--- src/rtl/program_runner_if.sv ---
// Bus between the settings model, program_runner and the actuator/display logic.
// LID_LOCK_EN adds the lid_open input and sticky err output.
interface program_runner_if;
    logic [25:0] prog;
    logic        start;
    logic        pause;
    logic        abort;
    logic        tick;
    logic [2:0]  phase;
    logic [3:0]  remain;
    logic        water_in;
    logic        drain;
    logic        motor_wash;
    logic        motor_spin;
    logic        busy;
    logic        done;
`ifdef LID_LOCK_EN
    logic        lid_open;
    logic        err;

    modport master (
        output prog, start, pause, abort, tick, lid_open,
        input  phase, remain, water_in, drain, motor_wash, motor_spin, busy, done, err
    );
    modport slave (
        input  prog, start, pause, abort, tick, lid_open,
        output phase, remain, water_in, drain, motor_wash, motor_spin, busy, done, err
    );
`else
    modport master (
        output prog, start, pause, abort, tick,
        input  phase, remain, water_in, drain, motor_wash, motor_spin, busy, done
    );
    modport slave (
        input  prog, start, pause, abort, tick,
        output phase, remain, water_in, drain, motor_wash, motor_spin, busy, done
    );
`endif
endinterface

--- src/rtl/program_runner.sv ---
// Wash program sequencer: latches a 26-bit program word and steps through eight timed phases.
// Optional lid interlock enabled by defining LID_LOCK_EN.
module program_runner #(
    parameter int unsigned UNIT_TICKS = 1
) (
    input logic             cp,
    input logic             rst_n,
    program_runner_if.slave bus
);

    localparam int unsigned PW = $clog2(UNIT_TICKS + 1);
    localparam logic [PW-1:0] PrescLast = PW'(UNIT_TICKS - 1);

    typedef enum logic [1:0] {StIdle, StRun, StPause, StFinish} state_e;

    state_e        state_q, state_d;
    logic [25:0]   prog_q, prog_d;
    logic [2:0]    phase_q, phase_d;
    logic [3:0]    remain_q, remain_d;
    logic [PW-1:0] presc_q, presc_d;
    logic [3:0]    act_q, act_d;  // {water_in, drain, motor_wash, motor_spin}
    logic          err_q, err_d;
    logic          lid_hit;
    logic [3:0]    start_nxt, run_nxt;

    function automatic logic [3:0] field(input logic [25:0] p, input logic [2:0] idx);
        logic [3:0] res;
        case (idx)
            3'd0:    res = {1'b0, p[25:23]};
            3'd1:    res = p[22:19];
            3'd2:    res = {1'b0, p[18:16]};
            3'd3:    res = {1'b0, p[15:13]};
            3'd4:    res = {1'b0, p[12:10]};
            3'd5:    res = p[9:6];
            3'd6:    res = {1'b0, p[5:3]};
            default: res = {1'b0, p[2:0]};
        endcase
        return res;
    endfunction

    // Returns {found, index} of the lowest nonzero field at or above 'from'.
    function automatic logic [3:0] next_phase(input logic [25:0] p, input logic [3:0] from);
        logic       found;
        logic [2:0] idx;
        found = 1'b0;
        idx   = 3'd0;
        for (int i = 7; i >= 0; i--) begin
            if (4'(i) >= from && field(p, 3'(i)) != 4'd0) begin
                found = 1'b1;
                idx   = 3'(i);
            end
        end
        return {found, idx};
    endfunction

    assign start_nxt = next_phase(bus.prog, 4'd0);
    assign run_nxt   = next_phase(prog_q, {1'b0, phase_q} + 4'd1);

`ifdef LID_LOCK_EN
    assign lid_hit = bus.lid_open;
    assign bus.err = err_q;
`else
    assign lid_hit = 1'b0;
`endif

    always_comb begin
        state_d  = state_q;
        prog_d   = prog_q;
        phase_d  = phase_q;
        remain_d = remain_q;
        presc_d  = presc_q;
        err_d    = err_q;
        act_d    = 4'd0;
        if (bus.abort) begin
            state_d  = StIdle;
            prog_d   = '0;
            phase_d  = '0;
            remain_d = '0;
            presc_d  = '0;
            err_d    = 1'b0;
        end else begin
            case (state_q)
                StIdle: begin
                    if (bus.start && !err_q) begin
                        prog_d = bus.prog;
                        if (start_nxt[3]) begin
                            state_d  = StRun;
                            phase_d  = start_nxt[2:0];
                            remain_d = field(bus.prog, start_nxt[2:0]);
                            presc_d  = '0;
                        end else begin
                            state_d = StFinish;
                        end
                    end
                end
                StRun: begin
                    if (lid_hit) begin
                        state_d = StPause;
                        err_d   = 1'b1;
                    end else if (bus.pause) begin
                        state_d = StPause;
                    end else if (bus.tick) begin
                        if (presc_q == PrescLast) begin
                            presc_d = '0;
                            if (remain_q > 4'd1) begin
                                remain_d = remain_q - 4'd1;
                            end else if (run_nxt[3]) begin
                                phase_d  = run_nxt[2:0];
                                remain_d = field(prog_q, run_nxt[2:0]);
                            end else begin
                                state_d  = StFinish;
                                remain_d = '0;
                            end
                        end else begin
                            presc_d = presc_q + PW'(1);
                        end
                    end
                end
                StPause: begin
                    if (lid_hit) begin
                        err_d = 1'b1;
                    end else if (!bus.pause && !err_q) begin
                        state_d = StRun;
                    end
                end
                StFinish: begin
                    state_d  = StIdle;
                    phase_d  = '0;
                    remain_d = '0;
                    presc_d  = '0;
                end
                default: state_d = StIdle;
            endcase
        end
        // Actuators are registered so they line up with the phase they decode.
        if (state_d == StRun) begin
            act_d = {phase_d[1:0] == 2'd0, phase_d[1], phase_d[1:0] == 2'd1,
                     phase_d[1:0] == 2'd3};
        end
    end

    always_ff @(posedge cp or negedge rst_n) begin
        if (!rst_n) begin
            state_q  <= StIdle;
            prog_q   <= '0;
            phase_q  <= '0;
            remain_q <= '0;
            presc_q  <= '0;
            act_q    <= '0;
            err_q    <= 1'b0;
        end else begin
            state_q  <= state_d;
            prog_q   <= prog_d;
            phase_q  <= phase_d;
            remain_q <= remain_d;
            presc_q  <= presc_d;
            act_q    <= act_d;
            err_q    <= err_d;
        end
    end

    assign bus.phase      = phase_q;
    assign bus.remain     = remain_q;
    assign bus.water_in   = act_q[3];
    assign bus.drain      = act_q[2];
    assign bus.motor_wash = act_q[1];
    assign bus.motor_spin = act_q[0];
    assign bus.busy       = (state_q == StRun) || (state_q == StPause);
    assign bus.done       = (state_q == StFinish);

endmodule

--- src/flat_wrapper.sv ---
// flat-port wrapper written by rule: the top's interface ports become plain ports
module program_runner_flat 
#(
    parameter int unsigned UNIT_TICKS = 1
)
  (cp, rst_n, bus_prog, bus_start, bus_pause, bus_abort, bus_tick, bus_phase, bus_remain, bus_water_in, bus_drain, bus_motor_wash, bus_motor_spin, bus_busy, bus_done);
  program_runner_if bus_i ();
  input logic cp;
  input logic rst_n;
  input wire logic [$bits(bus_i.prog)-1:0] bus_prog;
  input wire logic [$bits(bus_i.start)-1:0] bus_start;
  input wire logic [$bits(bus_i.pause)-1:0] bus_pause;
  input wire logic [$bits(bus_i.abort)-1:0] bus_abort;
  input wire logic [$bits(bus_i.tick)-1:0] bus_tick;
  output wire logic [$bits(bus_i.phase)-1:0] bus_phase;
  output wire logic [$bits(bus_i.remain)-1:0] bus_remain;
  output wire logic [$bits(bus_i.water_in)-1:0] bus_water_in;
  output wire logic [$bits(bus_i.drain)-1:0] bus_drain;
  output wire logic [$bits(bus_i.motor_wash)-1:0] bus_motor_wash;
  output wire logic [$bits(bus_i.motor_spin)-1:0] bus_motor_spin;
  output wire logic [$bits(bus_i.busy)-1:0] bus_busy;
  output wire logic [$bits(bus_i.done)-1:0] bus_done;
  assign bus_i.prog = bus_prog;
  assign bus_i.start = bus_start;
  assign bus_i.pause = bus_pause;
  assign bus_i.abort = bus_abort;
  assign bus_i.tick = bus_tick;
  assign bus_phase = bus_i.phase;
  assign bus_remain = bus_i.remain;
  assign bus_water_in = bus_i.water_in;
  assign bus_drain = bus_i.drain;
  assign bus_motor_wash = bus_i.motor_wash;
  assign bus_motor_spin = bus_i.motor_spin;
  assign bus_busy = bus_i.busy;
  assign bus_done = bus_i.done;
  program_runner #(.UNIT_TICKS(UNIT_TICKS)) u_core (.cp(cp), .rst_n(rst_n), .bus(bus_i));
endmodule
--- config.mk ---
export PLATFORM = sky130hd
export DESIGN_NAME = program_runner_flat
export DESIGN_NICKNAME = d
export VERILOG_FILES = /design/src/rtl/program_runner_if.sv /design/src/rtl/program_runner.sv /design/src/flat_wrapper.sv
export SDC_FILE = /design/constraint.sdc
export NUM_CORES = 1
export LEC_CHECK = 0
export BUFFER_PORTS_ARGS = -buffer_cell sky130_fd_sc_hd__buf_2
export CORE_MARGIN = 2
export CORE_UTILIZATION = 45
export CTS_BUF_LIST = sky130_fd_sc_hd__clkbuf_4 sky130_fd_sc_hd__clkbuf_8
export DETAILED_ROUTE_END_ITERATION = 7
export PLACE_DENSITY = 0.71
export SYNTH_ARGS = -nofsm -noshare
export SYNTH_HDL_FRONTEND = slang
export SYNTH_SLANG_ARGS = --single-unit
--- constraint.sdc ---
create_clock -name cp -period 2.9 [get_ports cp]
set_clock_uncertainty 0.05 [all_clocks]
set_input_delay 0.58 -clock cp [delete_from_list [all_inputs] [get_ports cp]]
set_output_delay 0.58 -clock cp [all_outputs]
set_load 0.03 [all_outputs]
==> results of run 1 <==
-- metrics by stage --
stage | hold WS (ns) | utilization | std cells | worst slack (ns)
detailed placement | 0.4787 | 0.5256 | 483 | -0.005886
global route | 0.4242 | 0.5515 | 493 | -0.005594
finish | 0.3373 | 0.5515 | 493 | 0.1008
CTS | 0.3896 | 0.5451 | 491 | 0.01203
global placement | 0.4816 | 0.5256 | 483 | 0.08319
floorplan | 0.2344 | - | 355 | 0.06970
-- area by class of cell --
| type | count | area, µm² |
|---|---|---|
| clock buffer | 5 | 68.82 |
| clock inverter | 3 | 43.79 |
| fill | 614 | 2815 |
| inverter | 14 | 52.55 |
| multi-input combinational | 290 | 1846 |
| sequential | 39 | 977.2 |
| tap | 77 | 96.34 |
| timing repair buffer | 65 | 377.9 |
-- report_power, final --
part           switching (W)  total [W]  internal (W)
Sequential          0.000127   0.000783      0.000655
Clock               0.000202   0.000458      0.000256
Combinational        0.00113    0.00181      0.000684
-- metal layers --
| metal | vias to the layer above | GRT usage | part of all wire | wire, µm |
|---|---|---|---|---|
| li1 | 1438 | - | - | - |
| met1 | 1537 | 0.3541 | 0.44 | 4057 |
| met2 | 132 | 0.4488 | 0.49 | 4571 |
| met3 | 10 | 0.04326 | 0.059 | 547 |
| met4 | 0 | 0.05718 | 0.010 | 94 |
| met5 | - | 0 | 0 | 0 |
-- sequential cells by signal, summed over array words and instances (netlist names) --
| register | flops |
|---|---|
| u_core.act_q | 4 |
| u_core.bus.phase | 3 |
| u_core.bus.remain | 4 |
| u_core.prog_q | 26 |
| u_core.state_q | 2 |
-- worst max-delay path by stage --
| stage | from | endpoint | slack, ns | cells past startpoint |
|---|---|---|---|---|
| 6_report | u_core.bus.phase[1] | u_core.bus.remain[0] | 0.10 | 9 |
| 5_1_grt | u_core.bus.phase[1] | u_core.bus.remain[0] | -0.006 | 10 |
| 4_1_cts | u_core.bus.phase[0] | u_core.bus.remain[0] | 0.01 | 10 |
| 3_5_place_dp | u_core.bus.phase[0] | u_core.bus.remain[0] | -0.006 | 10 |
| 3_3_place_gp | u_core.bus.phase[0] | u_core.bus.remain[0] | 0.08 | 10 |
| 2_1_floorplan | u_core.bus.phase[0] | u_core.bus.remain[0] | 0.07 | 10 |
-- synthesized netlist by cell type (all sizes together) (6+ instances only) --
cell / instances / area [µm²]
nand2: 68 / 255.2
a21oi: 46 / 230.2
dfrtp: 39 / 975.9
nor2: 22 / 82.58
nor3: 18 / 95.09
o21ai: 17 / 85.08
inv: 14 / 52.55
ha: 12 / 150.1
clkbuf: 11 / 41.29
or3: 9 / 56.30
mux2: 7 / 82.57
a21o: 6 / 46.30
nand3: 6 / 45.04
-- logic make-up after synthesis --
family | after synthesis | synth area share
multiplexers | 12 | 0.04585
AO/OA/AOI/OAI | 119 | 0.2876
flip-flops | 39 | 0.3374
AND/OR/NAND/NOR | 146 | 0.2379
adder cells (fa/ha/maj) | 12 | 0.05190
XOR/XNOR | 1 | 0.003028
buffers and inverters | 26 | 0.03633
-- worst reg2reg max path: stages, from the launching register on --
cell,delay [ns]
dfrtp_1,0.46
ha_2,0.23
xor2_2,0.17
a21o_2,0.27
a41oi_4,0.37
nand3_4,0.16
mux2_4,0.33
a221o_1,0.34
a21oi_1,0.17
o22ai_1,0.11
-- timing repair --
action | in CTS | in global routing
setup buffers | 0 | 2
gates resized for setup | 2 | 9
pin swaps | 0 | 3
hold buffers | 0 | 0
setup endpoints to repair | 1 | 9
==> metrics.txt, run 1 <==
status=completed; antenna cell count=0; Slew Viols, Final=0; Cell Area, Synth=between 2000 and 3000 µm²; routability cong.=0.9727; Top delay family on crit path=compound AO/OA/AOI/OAI gates; CP cell instances=ha_2 > xor2_2 > a21o_2 > a41oi_4 > nand3_4 > mux2_4 > a221o_1 > a21oi_1 > o22ai_1; CTS Buf Count=5; GRT Util Overall=0.2635; total power draw=0.003054 W; Post-synth EDFFs=0; clk sink count=39; # nets final=459; number of vias after detailed routing=3117; Clock Path Buffers=2; register area share after synthesis=0.3374; Final min period=~2.8 ns; Max-Cap Viols=0; final HPWL from detailed placement=7113 µm; critical register-to-register path startpoint=u_core.bus.phase[1]; TNS Setup=0 ns; die area=7085 µm²; dpl cell area=around 3300 µm²; worst r2r dst=u_core.bus.remain[0]; drt wl/cell=18.81 µm; most frequent cells in the layout=nand2_1, a21oi_1, buf_2; input/output buffers=44; number of synthesized register bits=39; # DRC=0; slowest CP cell=dfrtp_1; required time of the worst setup path=about 3.0 ns; kind of critical path=reg2reg; critical path capture point type=flop; Primary FF master, synth=dfrtp_1; maximum clock frequency=357.2 MHz; Netlist cell types=61; Max VDD drop=0.0004181 V; R2R setup slack=0.10 ns; fin area=3462 µm²; I/O pins=45; Final Cycle Share=0.9652; worst stage delay on the critical path=0.46 ns; crit path DAT=2.90 ns; Post-synth ARST share=1.000; # rows=29; Die Ht=84.18 µm; DRT Pass-1 Iters=5; TritonCTS clock tree=built; Overflow after GRT=0; Root Buffer=clkbuf_8; CP Launch Type=flop; Worst-Margin Slew=just under 0.9 ns; largest net degree at the start of global routing=40; Initial DRC Count=252; Final Setup Violations=0; crit path buf inv count=0; endpoints failing hold=0; most common cell after layout, fill and taps aside=nand2_1; core footprint=6277 µm²; Max FO, Critical Path=7; Slew headroom=0.4174; first-pass GRT wire length=14970 µm; post-DR vias/cell=6.323; reg2reg path depth=9; antenna-violating nets left=0; YS warnings=0; Tightest Hold Check Type=in2async; antenna violations before repair=0; Pwr Density=882.1 nW/µm²; synthesis-to-finish area growth=19.68%; Clk pin slew, worst setup/hold paths=approximately 0.08 ns; layout cell share with drive strength beyond 1=0.2380; later-pin clock latency in the skew report=approximately 0.29 ns; Pleak=1.557 nW; syn_area_per_cell=approximately 8.1 µm²; H-tree levels=2; die width=roughly 84 µm; synthesized instance count=355; Initial Util=0.4608; Syn Nets=399; final WL=9271 µm; vias in the first global route=2971
Power figures use the tool's default switching activity.
==> run 2: changes to the inputs <==
- ABC_AREA: not set -> 1
- PLACE_DENSITY: 0.71 -> 0.7
==> run 2 against run 1 <==
- sequential power shrank 18%
- non-clock buffer count shrank 18
- utilization shrank 1.4 points
- register-to-register slack gained 0.11 ns
- area after synthesis grew 2.8%
- via count shrank 0.45%
- largest power group unchanged
- critical path type unchanged
==> metrics.txt, run 2 <==
CP Launch Type=flop; clk sink count=39 (unchanged); CTS Buf Count=5 (unchanged); count of non-filler cells in the finished layout=555 (+13%); Slew Viols, Final=0 (unchanged); Clock Path Buffers=2 (unchanged); most common cell in the netlist=nand2_1; max reg flops=26 (unchanged); Root Buffer=clkbuf_8; H-tree levels=2 (unchanged); vias in the first global route=2810 (-5.4%); synth top area cells=dfrtp_1, nand3_1, nand2_1, inv_1, o21ai_0; final HPWL from detailed placement=6714 µm (-5.6%); syn_area_per_cell=6.917 µm² (-15%); most common cell after layout, fill and taps aside=nand2_1; Clk pin slew, worst setup/hold paths=0.08 ns (about the same); Post-synth EDFFs=0 (unchanged); Worst setup startpoint=u_core.bus.phase[1]; number of synthesized register bits=39 (unchanged); kind of critical path=reg2reg; most frequent cells in the layout=nand2_1, inv_1, nand3_1; # rows=29 (unchanged); most frequent cells after synthesis=nand2_1, inv_1, nand3_1; GRT Util Overall=0.2455 (-0.01798); Die Ht=85.30 µm (+1.3%); Final min period=2.690 ns (-0.1097 ns); Tightest Hold Check Type=in2async; Initial Util=0.4657 (+0.004880); Comb power frac=0.393 (-0.201); # fillers=639 (+4.1%); required time of the worst setup path=3.08 ns (+0.08 ns); Slew headroom=0.4000 (-0.01748); Syn Nets=474 (+19%); I/O pins=45 (unchanged); TritonCTS clock tree=built; final WL=8617 µm (-7.1%); reg2reg path depth=21 (+12); register area share after synthesis=0.3281 (-0.009226); Max FO, Critical Path=8 (+1); YS warnings=0 (unchanged); Overflow after GRT=0 (unchanged); Final Setup Violations=0 (unchanged); maximum clock frequency=371.8 MHz (+4.1%); Biggest register=u_core.prog_q; # nets final=521 (+14%); crit path DAT=2.87 ns (-0.03 ns); input/output buffers=44 (unchanged); Post-CTS Hold Fix Bufs=0 (unchanged); drt wl/cell=15.53 µm (-17%); Cell Count Post-Placement=546 (+13%); Int Power=0.001182 W (-26%); Switching Share=0.3979 (-0.07968); Pleak=1.741 nW (+12%); number of vias after detailed routing=3103 (-0.45%); critical path capture point type=flop; later-pin clock latency in the skew report=0.29 ns (about the same); post-DR vias/cell=5.591 (-12%); synthesis-to-finish area growth=15.48%; Final Cycle Share=0.9274 (-0.03782); antenna violations before repair=0 (unchanged); DRT Pass-1 Iters=5 (unchanged); synthesized instance count=430 (+21%); Pwr Density=571.5 nW/µm² (-35%); Worst-Margin Slew=0.9000 ns (+0.02621 ns); Final Core Density=0.5378 (-0.01371); Seq pwr share=0.326 (+0.070); clock power share=0.281 (+0.131); Max-Cap Viols=0 (unchanged); antenna-violating nets left=0 (unchanged); layout cell share with drive strength beyond 1=0.1883 (-0.04970); Post-synth ARST share=1.000 (unchanged); status=completed; routability cong.=0.9990 (+2.7%); core footprint=6386 µm² (+1.7%); Primary FF master, synth=dfrtp_1; die width=85.30 µm (+1.3%); antenna cell count=0 (unchanged); Yosys top cell area share=0.3281 (-0.009226); NetSw=0.0007810 W (-46%); Max VDD drop=0.0002605 V (-38%); endpoints failing hold=0 (unchanged); Netlist cell types=35 (-43%); first-pass GRT wire length=14010 µm (-6.4%); Initial DRC Count=198 (-21%); Cell Area, Synth=2974 µm² (+2.8%); critical register-to-register path startpoint=u_core.bus.phase[1]; die area=7275 µm² (+2.7%); largest net degree at the start of global routing=40 (unchanged); leading area contributor after synthesis=dfrtp_1; # DRC=0 (unchanged)
## run 2: changes by cell type in the layout (fill, tap and decap cells not counted), sizes merged, moves of 15 or more
| cell | delta |
|---|---|
| nand3 | +64 |
| inv | +53 |
| a21oi | -40 |
| o21ai | +29 |
| nor2 | +23 |
| nand2 | +19 |
| buf | -18 |
| nand4 | +15 |
## run 2: timing repair
| action | CTS | global route |
|---|---|---|
| setup endpoints to repair | 0 | 5 |
| gates resized for setup | 0 | 4 |
| buffers inserted | 0 | 1 |
## run 2: layer usage
layer | global-route usage | share of wire | vias to the layer above
met5 | 0 | 0 | -
met4 | 0.08658 | 0.030 | 0
met3 | 0.02821 | 0.051 | 24
met2 | 0.3906 | 0.46 | 123
met1 | 0.3460 | 0.46 | 1429
li1 | - | - | 1527
## run 2: worst max-delay path, cell delays in order (launching register included)
cell	delay, ns
dfrtp_2	0.46
inv_1	0.13
ha_1	0.21
nor2_2	0.17
nand3_1	0.08
nand2_1	0.11
nand2_1	0.06
nand2_1	0.06
nand2_1	0.07
nand2_1	0.08
nand2_2	0.12
nand2_2	0.12
nand2_4	0.09
nor2_4	0.16
nand3_1	0.12
nand3_1	0.15
o21bai_1	0.09
nand2_1	0.07
nand2_1	0.05
nand2_1	0.06
nand2_1	0.05
nand2_1	0.06
## run 2: power groups by stage
stage | Combinational (W) | Clock [W] | Sequential [W]
2_1_floorplan | 0.000513 | 0 | 0.000671
3_3_place_gp | 0.000740 | 0 | 0.000647
3_5_place_dp | 0.000749 | 0 | 0.000648
4_1_cts | 0.000756 | 0.000558 | 0.000638
5_1_grt | 0.000852 | 0.000585 | 0.000646
6_report | 0.000771 | 0.000552 | 0.000640
## run 2: path summary, 6_finish.rpt
check                                  endpoint  slack (ns)
max in group asynchronous   u_core.bus.phase[1]        1.82
max                        u_core.bus.remain[1]        0.21
min reg2reg                u_core.bus.remain[1]        0.50
min                            u_core.prog_q[5]        0.35
min in group cp            u_core.bus.remain[1]        0.50
max reg2reg                u_core.bus.remain[1]        0.21
## run 2: cells by family after synthesis
| group | after synthesis | share of synthesized area |
|---|---|---|
| AO/OA/AOI/OAI | 69 | 0.1355 |
| adder cells (fa/ha/maj) | 12 | 0.05048 |
| buffers and inverters | 75 | 0.09507 |
| XOR/XNOR | 2 | 0.005891 |
| flip-flops | 39 | 0.3281 |
| AND/OR/NAND/NOR | 233 | 0.3849 |
## run 2: final cells by class
cell class              count  area [µm²]  area share
repair buffers             47       242.7     0.07067
clock buffers               6       76.32     0.02222
clock inverters             2       60.06     0.01749
inverters                  68       255.2     0.07432
well taps                  77       96.34     0.02805
multi-input cells         316        1725      0.5024
flip-flops and latches     39       978.4      0.2849
## run 2: metrics by stage
step / TNS [ns] / hold WS (ns) / setup slack (ns) / power (W) / instance area, µm²
detailed placement: 0 / 0.4789 / 0.09894 / 0.001397 / 3278
floorplan: 0 / 0.2344 / 0.4585 / 0.001184 / 2974
global placement: 0 / 0.4728 / 0.1106 / 0.001387 / 3278
CTS: 0 / 0.3969 / 0.05134 / 0.001952 / 3415
global route: -0.01190 / 0.4143 / -0.01190 / 0.002083 / 3435
finish: 0 / 0.3526 / 0.2105 / 0.001963 / 3435
==> run 3: changes to the inputs <==
- CORE_UTILIZATION: 45 -> 58
- CTS_BUF_LIST: sky130_fd_sc_hd__clkbuf_4 sky130_fd_sc_hd__clkbuf_8 -> not set
- PLACE_DENSITY: 0.7 -> 0.86
==> run 3 against run 2 <==
- worst hold slack got worse by 0.011 ns
- flip-flop and latch count is the same
- maximum frequency grew 0.86%
- utilization rose by 14 points
- first-iteration DRC count rose by 42%
- final area down 0.91%
==> metrics.txt, run 3 (synthesized netlist as in run 2, its figures left out) <==
Slew headroom=0.4266 (+0.02666); Int Power=0.001002 W (-15%); clock power share=0.208 (-0.073); first-pass GRT wire length=13680 µm (-2.4%); layout cell share with drive strength beyond 1=0.1929 (+0.004662); Clock Path Buffers=2 (unchanged); most common cell after layout, fill and taps aside=nand2_1; TritonCTS clock tree=built; max reg flops=26 (unchanged); drt wl/cell=15.16 µm (-2.4%); Max-Cap Viols=0 (unchanged); Comb power frac=0.439 (+0.046); Pleak=1.731 nW (-0.59%); antenna cell count=0 (unchanged); dpl ws=0.1164 ns (+0.01749 ns); die width=75.61 µm (-11%); Slew Viols, Final=0 (unchanged); Max FO, Critical Path=9 (+1); # DRC=0 (unchanged); synthesis-to-finish area growth=14.43%; NetSw=0.0007962 W (+1.9%); clk sink count=39 (unchanged); post-DR vias/cell=5.839 (+4.4%); required time of the worst setup path=3.04 ns (-0.04 ns); status=completed; Cell Count Post-Placement=539 (-1.3%); Die Ht=75.61 µm (-11%); final setup margin=0.2334 ns (+0.02288 ns); Overflow after GRT=0 (unchanged); die area=5717 µm² (-21%); largest net degree at the start of global routing=40 (unchanged); FF+latch area=978.4 µm² (unchanged); area occupied by multi-input gates=1720 µm² (-0.29%); Final Setup Violations=0 (unchanged); most frequent cells in the layout=nand2_1, nand3_1, inv_1; final HPWL from detailed placement=6456 µm (-3.8%); number of vias after detailed routing=3223 (+3.9%); antenna violations before repair=0 (unchanged); Biggest register=u_core.prog_q; TNS Setup=0 ns (unchanged); Tightest Hold Check Type=in2async; RSZ-0062 raised after global routing=no; Final Cycle Share=0.9195 (-0.007891); Clk pin slew, worst setup/hold paths=0.08 ns (about the same); later-pin clock latency in the skew report=0.30 ns (about the same); # nets final=525 (+0.77%); crit path DAT=2.81 ns (-0.06 ns); GRT Util Overall=0.3181 (+0.07255); CP Launch Type=flop; CTS Buf Count=5 (unchanged); kind of critical path=reg2reg; routability cong.=1.009 (+1.0%); vias in the first global route=2907 (+3.5%); critical path capture point type=flop; Switching Share=0.4427 (+0.04477); maximum clock frequency=375.0 MHz (+0.86%); H-tree levels=2 (unchanged); I/O pins=45 (unchanged); endpoints failing hold=0 (unchanged); input/output buffers=44 (unchanged); Initial Util=0.5898 (+0.1241); core footprint=5042 µm² (-21%); final WL=8369 µm (-2.9%); # rows=26 (-10%); Root Buffer=clkbuf_8; Initial DRC Count=282 (+42%); Worst-Margin Slew=0.8601 ns (-0.03999 ns); DRT Pass-1 Iters=5 (unchanged); antenna-violating nets left=0 (unchanged); Post-CTS Hold Fix Bufs=0 (unchanged); # fillers=442 (-31%); Seq pwr share=0.353 (+0.027); Pwr Density=528.5 nW/µm² (-7.5%); Max VDD drop=0.0002795 V (+7.3%); Final min period=2.667 ns (-0.02288 ns); count of non-filler cells in the finished layout=552 (-0.54%)
[run 3: changes by cell type in the layout (fill, tap and decap cells not counted), sizes merged]
cell      previous run  this run
clkinv               1         2
buf                 47        51
clkinvlp             0         2
bufinv               2         0
clkbuf               6         5
[run 3: power groups by stage]
stage                     Clock, W  Combinational (W)  Sequential, W
final                     0.000373           0.000789       0.000636
after global routing      0.000393           0.000870       0.000644
after CTS                 0.000370           0.000759       0.000636
after detailed placement         0           0.000752       0.000646
after global placement           0           0.000737       0.000645
after floorplan                  0           0.000513       0.000671
[run 3: area by class of cell]
type,count,share of cell area
clock inverters,3,0.005882
inverters,68,0.07500
flip-flops and latches,39,0.2875
multi-input cells,316,0.5055
clock buffers,5,0.02022
well taps,70,0.02574
repair buffers,51,0.08015
[run 3: metal layers]
layer	part of all wire	vias up	track usage
li1	-	1540	-
met1	0.42	1488	0.4475
met2	0.48	176	0.5121
met3	0.077	19	0.03836
met4	0.024	0	0.1053
met5	0	-	0
[run 3: path summary, 6_finish.rpt]
check,startpoint,to,slack (ns),cells past startpoint
max,u_core.bus.phase[0],u_core.bus.remain[1],0.23,19
min,rst_n,u_core.prog_q[10],0.34,1
max reg2reg,u_core.bus.phase[0],u_core.bus.remain[1],0.23,19
min reg2reg,u_core.bus.remain[1],u_core.bus.remain[1],0.50,2
max in group asynchronous,rst_n,u_core.bus.phase[0],1.86,1
min in group cp,u_core.bus.remain[1],u_core.bus.remain[1],0.50,2
[run 3: metrics by stage]
step	hold WS [ns]	area, µm²	total power (W)	utilization
after floorplan	0.2344	2974	0.001184	-
after global placement	0.4692	3269	0.001382	0.6484
after detailed placement	0.4742	3269	0.001398	0.6484
after CTS	0.3746	3358	0.001765	0.6660
after global routing	0.4135	3403	0.001907	0.6749
final	0.3417	3403	0.001799	0.6749
[run 3: timing repair]
item	CTS	global route
resized for setup	0	4
endpoints found under the setup margin	0	6
buffers inserted	0	5
[run 3: worst max-delay path, stage by stage (launching register included)]
cell      delay, ns
dfrtp_2        0.48
inv_2          0.11
ha_1           0.14
inv_1          0.03
nor2_1         0.17
a31oi_1        0.10
o21ai_2        0.27
nand2_1        0.14
nand2_4        0.14
inv_2          0.12
nand4_1        0.09
nand2_1        0.07
nor2_1         0.11
nand2_1        0.07
o21bai_1       0.16
nand2_1        0.07
nand2_1        0.06
nand2_1        0.07
nand2_1        0.07
nand2_1        0.04
